===== src/rtl/seg_scan_if.sv =====
// Bus bundle between the PDU display logic and the 7-segment scan controller.
// The master drives content and timing, the slave drives the active-low display pins.
interface seg_scan_if #(
  parameter int N_DIG = 8
);
  logic                 tick;
  logic                 load;
  logic [4*N_DIG-1:0]   data;
  logic [N_DIG-1:0]     dig_en;
  logic [N_DIG-1:0]     dp;
  logic                 blank_lz;
  logic [N_DIG-1:0]     an;
  logic [6:0]           seg;
  logic                 dp_n;
  logic                 frame_done;
  logic                 load_ack;

  modport master (
    output tick, load, data, dig_en, dp, blank_lz,
    input  an, seg, dp_n, frame_done, load_ack
  );

  modport slave (
    input  tick, load, data, dig_en, dp, blank_lz,
    output an, seg, dp_n, frame_done, load_ack
  );
endinterface


===== src/rtl/seg_scan_ctrl.sv =====
// Time-multiplexed N-digit 7-segment scan controller with anode dead-time and
// frame-aligned double buffering of the display contents.
module seg_scan_ctrl #(
  parameter int N_DIG     = 8,
  parameter int BLANK_CYC = 4
) (
  input  logic       clk,
  input  logic       rst,
  seg_scan_if.slave  bus
);

  localparam int IDX_W  = (N_DIG > 1) ? $clog2(N_DIG) : 1;
  localparam int DCNT_W = (BLANK_CYC > 0) ? $clog2(BLANK_CYC + 1) : 1;
  localparam int DW     = 4 * N_DIG;
  localparam logic [IDX_W-1:0]  LAST_IDX = IDX_W'(N_DIG - 1);
  localparam logic [DCNT_W-1:0] DCNT_INI = DCNT_W'(BLANK_CYC);
  localparam logic [N_DIG-1:0]  ONE_HOT0 = {{(N_DIG-1){1'b0}}, 1'b1};

  typedef enum logic {SHOW, DEAD} state_t;

  state_t              state, state_nxt;
  logic [IDX_W-1:0]    idx, idx_nxt;
  logic [DCNT_W-1:0]   dcnt, dcnt_nxt;
  logic                wrap;

  logic                pending;
  logic [DW-1:0]       stg_data, sh_data;
  logic [N_DIG-1:0]    stg_en, sh_en, stg_dp, sh_dp;

  logic [3:0]          nib;
  logic                lit;
  logic [N_DIG-1:0]    an_nxt, an_q;
  logic [6:0]          seg_nxt, seg_q;
  logic                dpn_nxt, dpn_q;

  function automatic logic [6:0] hex7(input logic [3:0] n);
    logic [6:0] s;
    case (n)
      4'h0: s = 7'h40;  4'h1: s = 7'h79;  4'h2: s = 7'h24;  4'h3: s = 7'h30;
      4'h4: s = 7'h19;  4'h5: s = 7'h12;  4'h6: s = 7'h02;  4'h7: s = 7'h78;
      4'h8: s = 7'h00;  4'h9: s = 7'h10;  4'hA: s = 7'h08;  4'hB: s = 7'h03;
      4'hC: s = 7'h46;  4'hD: s = 7'h21;  4'hE: s = 7'h06;  default: s = 7'h0E;
    endcase
    return s;
  endfunction

  // A digit is a leading zero when it and every more-significant nibble are zero.
  function automatic logic lz_blank(input logic [DW-1:0] d, input logic [IDX_W-1:0] i,
                                    input logic en);
    logic nz;
    nz = 1'b0;
    for (int j = 0; j < N_DIG; j++) begin
      if (j >= int'(i) && d[4*j +: 4] != 4'h0) nz = 1'b1;
    end
    return en && (i != '0) && !nz;
  endfunction

  always_comb begin
    state_nxt = state;
    idx_nxt   = idx;
    dcnt_nxt  = dcnt;
    wrap      = 1'b0;
    case (state)
      SHOW: begin
        if (bus.tick) begin
          wrap    = (idx == LAST_IDX);
          idx_nxt = wrap ? '0 : idx + 1'b1;
          if (BLANK_CYC != 0) begin
            state_nxt = DEAD;
            dcnt_nxt  = DCNT_INI;
          end
        end
      end
      DEAD: begin
        dcnt_nxt = dcnt - 1'b1;
        if (dcnt <= DCNT_W'(1)) state_nxt = SHOW;
      end
      default: state_nxt = SHOW;
    endcase
  end

  always_ff @(posedge clk or posedge rst) begin
    if (rst) begin
      state <= SHOW;
      idx   <= '0;
      dcnt  <= '0;
    end else begin
      state <= state_nxt;
      idx   <= idx_nxt;
      dcnt  <= dcnt_nxt;
    end
  end

  // Staging accepts every load; shadow only changes on the frame wrap, and a
  // load landing exactly on the wrap bypasses staging so it is not lost.
  always_ff @(posedge clk or posedge rst) begin
    if (rst) begin
      pending  <= 1'b0;
      stg_data <= '0;
      stg_en   <= '0;
      stg_dp   <= '0;
      sh_data  <= '0;
      sh_en    <= '0;
      sh_dp    <= '0;
    end else begin
      if (bus.load) begin
        stg_data <= bus.data;
        stg_en   <= bus.dig_en;
        stg_dp   <= bus.dp;
      end
      if (wrap) begin
        pending <= 1'b0;
        if (bus.load) begin
          sh_data <= bus.data;
          sh_en   <= bus.dig_en;
          sh_dp   <= bus.dp;
        end else if (pending) begin
          sh_data <= stg_data;
          sh_en   <= stg_en;
          sh_dp   <= stg_dp;
        end
      end else if (bus.load) begin
        pending <= 1'b1;
      end
    end
  end

  always_comb begin
    nib     = sh_data[{idx, 2'b00} +: 4];
    lit     = (state == SHOW) && sh_en[idx] && !lz_blank(sh_data, idx, bus.blank_lz);
    an_nxt  = '1;
    seg_nxt = 7'h7F;
    dpn_nxt = 1'b1;
    if (lit) begin
      an_nxt  = ~(ONE_HOT0 << idx);
      seg_nxt = hex7(nib);
      dpn_nxt = ~sh_dp[idx];
    end
  end

  // Output register stage: pins follow state/idx one cycle later.
  always_ff @(posedge clk or posedge rst) begin
    if (rst) begin
      an_q  <= '1;
      seg_q <= 7'h7F;
      dpn_q <= 1'b1;
    end else begin
      an_q  <= an_nxt;
      seg_q <= seg_nxt;
      dpn_q <= dpn_nxt;
    end
  end

  assign bus.an         = an_q;
  assign bus.seg        = seg_q;
  assign bus.dp_n       = dpn_q;
  assign bus.frame_done = wrap;
  assign bus.load_ack   = wrap & (pending | bus.load);

endmodule

===== src/flat_wrapper.sv =====
// flat-port wrapper written by rule: the top's interface ports become plain ports
module seg_scan_ctrl_flat 
#(
  parameter int N_DIG     = 8,
  parameter int BLANK_CYC = 4
)
  (clk, rst, bus_tick, bus_load, bus_data, bus_dig_en, bus_dp, bus_blank_lz, bus_an, bus_seg, bus_dp_n, bus_frame_done, bus_load_ack);
  seg_scan_if #(.N_DIG(N_DIG)) bus_i ();
  input  logic clk;
  input  logic rst;
  input wire logic [$bits(bus_i.tick)-1:0] bus_tick;
  input wire logic [$bits(bus_i.load)-1:0] bus_load;
  input wire logic [$bits(bus_i.data)-1:0] bus_data;
  input wire logic [$bits(bus_i.dig_en)-1:0] bus_dig_en;
  input wire logic [$bits(bus_i.dp)-1:0] bus_dp;
  input wire logic [$bits(bus_i.blank_lz)-1:0] bus_blank_lz;
  output wire logic [$bits(bus_i.an)-1:0] bus_an;
  output wire logic [$bits(bus_i.seg)-1:0] bus_seg;
  output wire logic [$bits(bus_i.dp_n)-1:0] bus_dp_n;
  output wire logic [$bits(bus_i.frame_done)-1:0] bus_frame_done;
  output wire logic [$bits(bus_i.load_ack)-1:0] bus_load_ack;
  assign bus_i.tick = bus_tick;
  assign bus_i.load = bus_load;
  assign bus_i.data = bus_data;
  assign bus_i.dig_en = bus_dig_en;
  assign bus_i.dp = bus_dp;
  assign bus_i.blank_lz = bus_blank_lz;
  assign bus_an = bus_i.an;
  assign bus_seg = bus_i.seg;
  assign bus_dp_n = bus_i.dp_n;
  assign bus_frame_done = bus_i.frame_done;
  assign bus_load_ack = bus_i.load_ack;
  seg_scan_ctrl #(.N_DIG(N_DIG), .BLANK_CYC(BLANK_CYC)) u_core (.clk(clk), .rst(rst), .bus(bus_i));
endmodule

===== config.mk =====
export PLATFORM = sky130hd
export DESIGN_NAME = seg_scan_ctrl_flat
export DESIGN_NICKNAME = d
export VERILOG_FILES = /design/src/rtl/seg_scan_if.sv /design/src/rtl/seg_scan_ctrl.sv /design/src/flat_wrapper.sv
export SDC_FILE = /design/constraint.sdc
export NUM_CORES = 1
export LEC_CHECK = 0
export CORE_MARGIN = 2
export CORE_UTILIZATION = 47
export DETAILED_ROUTE_END_ITERATION = 12
export GPL_TIMING_DRIVEN = 0
export PLACE_DENSITY = 0.75
export SETUP_SLACK_MARGIN = 0.05
export SYNTH_ARGS = -nofsm -noshare
export SYNTH_HDL_FRONTEND = slang
export SYNTH_SLANG_ARGS = --single-unit

===== constraint.sdc =====
create_clock -name clk -period 10.8 [get_ports clk]
set_clock_uncertainty 0.15 [all_clocks]
set_input_delay 2.7 -clock clk [delete_from_list [all_inputs] [get_ports clk]]
set_output_delay 2.7 -clock clk [all_outputs]
set_load 0.1 [all_outputs]

; Yosys cells after proc, flatten, opt, wreduce, memory -nomap -nowiden
; Memories as Yosys holds them, arrays and structs flattened.
; Cells that the tools add are included.
[word_totals]
ff_bits = 120
rom_bits = 112
wordCells = 91
memories = 1
[classes]
n_bitwise = 5
n_shift = 2
add_sub_neg = 2
mux = 31
n_eq_ne = 2
n_reduce_logical = 26
order_cmp = 9
[memory_table]
columns = name, depth, word_bits, rd, rd_clocked_by_memory_dff, write_ports, line_no
row1 = (name not given), 16, 7, 1, 0, 0, seg_scan_ctrl.sv:38  ; case (n)
[op_table]
columns = cell, n
row1 = $mux W32, 2
row2 = $mux W8, 5
row3 = $reduce_bool A4 Y1, 8
row4 = $shiftx A32 B6 Y4, 1
row5 = $mux W1, 17
row6 = $logic_and A1 B1 Y1, 11
row7 = $ge A3 B3 Y1 const A, 3
row8 = $not A8 Y8, 1
row9 = $shl A1 B3 Y8 const A, 1
row10 = $mux W7, 1
row11 = $bmux W1 S3, 2
row12 = $ge A1 B3 Y1 const A, 2
row13 = $ge A2 B3 Y1 const A, 2
row14 = $mux W3, 2
row15 = $pmux W3 S2, 1
row16 = $lt A3 B4 Y1 const B, 1
row17 = $reduce_and A2 Y1, 2
row18 = $reduce_bool A2 Y1, 2
row19 = $add A3 B1 Y3 const B, 1
row20 = $eq A3 B3 Y1 const B, 1
row21 = $le A3 B1 Y1 const B, 1
row22 = $reduce_bool A3 Y1, 1
row23 = $sub A3 B1 Y3 const B, 1
row24 = $logic_not A1 Y1, 2
row25 = 5 further kinds, 6

; Longest topological paths before layout
[depth]
depth_word = 15
depth_mapped = 10
mapped_depth_nobuf = 8

; Worst setup path after synthesis
; Ideal clock, no wire load.
[synth_timing]
path_kind = in2out
startpoint = input port bus_tick
endpoint = output port bus_load_ack
path_stages = 5
t_required_ns = 7.950
arrival_ns = 4.518
path_slack_ns = 3.432
path_buffers = 2
path_cell_list = nor2b_2 -> and2_1 -> and2b_1 -> buf_4 -> buf_4
[synth_via]
elab_chain_cells = 3
[synth_lines]
columns = element, line_no
row1 = start: declaration, flat_wrapper.sv:11  ; input wire logic [$bits(bus_i.tick)-1:0] bus_tick;
row2 = $mux W1, seg_scan_ctrl.sv:65  ; if (bus.tick) begin
row3 = $mux W1, seg_scan_ctrl.sv:63  ; case (state)
row4 = named net bus_frame_done, flat_wrapper.sv:20  ; output wire logic [$bits(bus_i.frame_done)-1:0] bus_frame_done;
row5 = $and A1 B1 Y1, seg_scan_ctrl.sv:158  ; assign bus.load_ack = wrap & (pending | bus.load);
row6 = end: declaration, flat_wrapper.sv:21  ; output wire logic [$bits(bus_i.load_ack)-1:0] bus_load_ack;
; The timed path passes the listed nets, and every way through them passes these cells.

; Worst setup path in the final report
[layout_timing]
startpoint = input port bus_tick
endpoint = output port bus_load_ack
[layout_via]
elab_chain_cells = 3
[layout_lines]
columns = element, line_no
row1 = $mux W1, seg_scan_ctrl.sv:65
row2 = $mux W1, seg_scan_ctrl.sv:63
row3 = $and A1 B1 Y1, seg_scan_ctrl.sv:158
; No other way between the ends.

==> impl_metrics.json <==
{
  "setup_violations": 0,
  "cts.htree.levels": 4,
  "drt_wl_total_um": 10170,
  "vias": 3102,
  "globalplace.congestion": 0.8792,
  "overflow": 0,
  "port_buffers": 70,
  "fp.dieH_um": 110.0,
  "syn_area_per_cell_um2": 15.05,
  "maxSlewViolCount": 0,
  "layout.cells.non_filler": 593,
  "r2r_slack_ps": 8220,
  "period_share_pct": 79.01,
  "initialDrtViolationCount": 155,
  "worst_slack_ps": 2267,
  "place_inst": 562,
  "clk_latency_ps": 510,
  "ys_seq_area_share_pct": 57.21,
  "yosys.area_share.simple_pct": 4.499,
  "min_period_ps": 8533,
  "drc": 0,
  "pwr_density_cell_mw_per_mm2": 283.4,
  "hpwl_um": 7340,
  "hold-path-cell-count": 2,
  "fmax_ghz": 0.1172,
  "mappedNetlistArea_mm2": 0.005284,
  "place_ws_ps": 2264,
  "finalSetupTns_ps": 0,
  "via_per_inst": 5.231,
  "cts_buffers": 17,
  "end_kind": "output pin",
  "synth_seq_cells": 120,
  "core-area_mm2": 0.01089,
  "io_pins": 71,
  "leakage_nw": 2.895,
  "rsz0062_at_grt": "false",
  "layout-drive-gt1-share_pct": 38.63,
  "rows": 38,
  "syn_nets": 417,
  "status": "finished, final reports clean",
  "cts_tree": "done",
  "gr-usage-all-layers_pct": 19.05,
  "nets": 507,
  "r2r_cells": 10,
  "tightest_slew_ps": 965.8,
  "antennaDiodeCount": 0,
  "cp.arrival_ps": 5680,
  "hold_viol": 0,
  "antenna_left": 0,
  "cp_cell_sequence": "clkdlybuf4s50_1 > nor2b_2 > and2_1 > and2b_1 > buf_4 > buf_4 > clkdlybuf4s50_1",
  "antenna_found_initial": 0,
  "synthAdderAreaFrac_pct": 3.078,
  "area_delta_synth_final_pct": 28.08,
  "critPathLaunchType": "input pin",
  "postCtsHoldBufs": 0,
  "die_w_um": 110.0,
  "slowest_delay_ps": 1160,
  "synth_mux_area_share_pct": 28.18,
  "start_util_pct": 48.53,
  "ir_worst_vdd_uv": 163.9,
  "synth_warnings": 0,
  "ys_types": 41,
  "drtPass1Iterations": 4,
  "first_global_vias": 3279,
  "cts_resized": 0,
  "cts_buffer_depth": 2,
  "required_ps": 7950,
  "critPathSlowestCell": "clkdlybuf4s50_1",
  "hold_class": "reg2reg",
  "grt_max_degree": 78,
  "grt_pass1_wl_um": 16880,
  "clock-root-buffer": "clkbuf_8",
  "numClockSinks": 120,
  "syn_inst": 351,
  "path_clk_slew_ps": 50,
  "cap_violations": 0,
  "synth-compound-area-share_pct": 4.026,
  "wl_per_cell_um": 17.14,
  "synth-xor-area-share_pct": 0.1658,
  "cp_max_fo": 10,
  "crit_type": "in2out",
  "synth_top_family_by_area": "multiplexers",
  "timing.slew.headroom_pct": 35.41,
  "postCtsSetupRepairBufs": 0,
  "dieArea_mm2": 0.01211
}
critical path, delay by kind of cell:
kind | cells | cell delay [ps]
AND/OR/NAND/NOR | 3 | 820
buffers and inverters | 4 | 2150
cell type report:
cell class              instances  area, um^2
multi-input cells             203        2111
well taps                     140       175.2
clock buffers                  22       462.9
fillers                       837        4120
plain buffers                  18       112.6
flip-flops and latches        120        3023
inverters                      10       40.04
repair buffers                 71       720.7
clock inverters                 9       122.6
where the power goes:
group	total (mW)	switching, mW	leakage, nW	internal (mW)
Combinational	0.708	0.381	1.18	0.327
Clock	0.554	0.188	0.290	0.366
Sequential	0.656	0.0782	1.43	0.578
per-layer routing:
layer	part of all wire, %	global-route usage [%]
met5	0	0
met4	2.3	8.590
met3	3.9	4.468
met2	49	30.28
met1	45	24.95
state kept, by name, indices dropped and copies added (netlist names), 7 cells and up:
signal / cells
u_core.sh_dp: 8
u_core.stg_en: 8
u_core.stg_dp: 8
u_core.stg_data: 32
u_core.sh_en: 8
u_core.sh_data: 32
u_core.bus.seg: 7
u_core.bus.an: 8
worst paths after layout:
| check | startpoint | end |
|---|---|---|
| max | bus_tick | bus_load_ack |
| min | u_core.pending$_DFFE_PP0P_ | u_core.pending$_DFFE_PP0P_ |
| max reg2reg | u_core.idx[2]$_DFFE_PP0P_ | u_core.bus.seg[3]$_DFF_PP1_ |
| min reg2reg | u_core.pending$_DFFE_PP0P_ | u_core.pending$_DFFE_PP0P_ |
| max in group asynchronous | rst | u_core.bus.dp_n$_DFF_PP1_ |
| min in group asynchronous | rst | u_core.stg_en[1]$_DFFE_PP0P_ |
cell usage after synthesis:
| master | instances | area [um^2] |
|---|---|---|
| a21o_1 | 1 | 7.510 |
| buf_1 | 3 | 11.26 |
| ha_1 | 13 | 162.7 |
| nand2_2 | 1 | 6.260 |
| o21ai_1 | 1 | 5.000 |
| nand2b_2 | 1 | 8.760 |
| nor4_1 | 7 | 43.79 |
| nor3_1 | 3 | 15.01 |
| nor2b_2 | 1 | 8.760 |
| o21ai_0 | 4 | 20.02 |
| a31oi_1 | 1 | 6.260 |
| and2b_1 | 1 | 7.510 |
| dfstp_2 | 16 | 420.4 |
| and2_1 | 2 | 12.51 |
| buf_2 | 9 | 45.04 |
| inv_2 | 1 | 3.750 |
| o221ai_2 | 3 | 45.04 |
| a21oi_1 | 5 | 25.02 |
| a211oi_4 | 1 | 20.02 |
| inv_1 | 9 | 33.78 |
| nand2_1 | 12 | 45.04 |
| o22ai_1 | 1 | 6.260 |
| buf_4 | 3 | 22.52 |
| mux2_1 | 9 | 101.4 |
| xnor2_1 | 1 | 8.760 |
| a2111oi_4 | 1 | 27.53 |
| o21bai_1 | 1 | 7.510 |
| nand2b_1 | 4 | 25.02 |
| o31ai_1 | 2 | 15.01 |
| o211ai_2 | 1 | 12.51 |
| dfrtp_1 | 104 | 2603 |
| mux2_4 | 3 | 45.04 |
| nand3_1 | 8 | 40.04 |
| mux2_2 | 87 | 979.7 |
| or2_1 | 1 | 6.260 |
| buf_6 | 3 | 33.78 |
| mux2i_1 | 7 | 70.07 |
| mux2i_4 | 1 | 22.52 |
| mux4_2 | 12 | 270.3 |
| nor2_1 | 5 | 18.77 |
| o211ai_1 | 2 | 15.01 |
logic make-up after synthesis:
group           after synthesis
fa+ha+maj                    13
simple gates                 46
xor+xnor                      1
flops                       120
mux                         119
buf+inv                      28
compound gates               24
metrics by stage:
| stage | power, mW | utilization, % | cell area (um^2) | hold slack (ps) |
|---|---|---|---|---|
| after global placement | 1.342 | 56.57 | 6160 | 312.9 |
| final | 1.918 | 62.16 | 6768 | 333.8 |
| after detailed placement | 1.371 | 56.78 | 6182 | 322.7 |
| after global routing | 2.032 | 62.16 | 6768 | 351.7 |
| after CTS | 1.932 | 62.16 | 6768 | 336.2 |
| after floorplan | 1.205 | - | 5284 | 293.7 |
layout by cell type, fill, tap and decap left out, types with 4 or more instances in the layout:
cell and n:
mux2_1 9, buf_2 9, clkinv_2 5, mux2i_1 7
nand3_1 8, clkbuf_16 16, inv_1 8, dfstp_2 16
nor4_1 7, dfrtp_1 104, clkbuf_8 4, nor2_1 5
nand2b_1 4, a21oi_1 5, mux4_2 12, nand2_1 12
ha_1 13, mux2_2 87, o21ai_0 4, clkdlybuf4s50_1 70
Note: power is estimated with default switching activity, not from simulation.
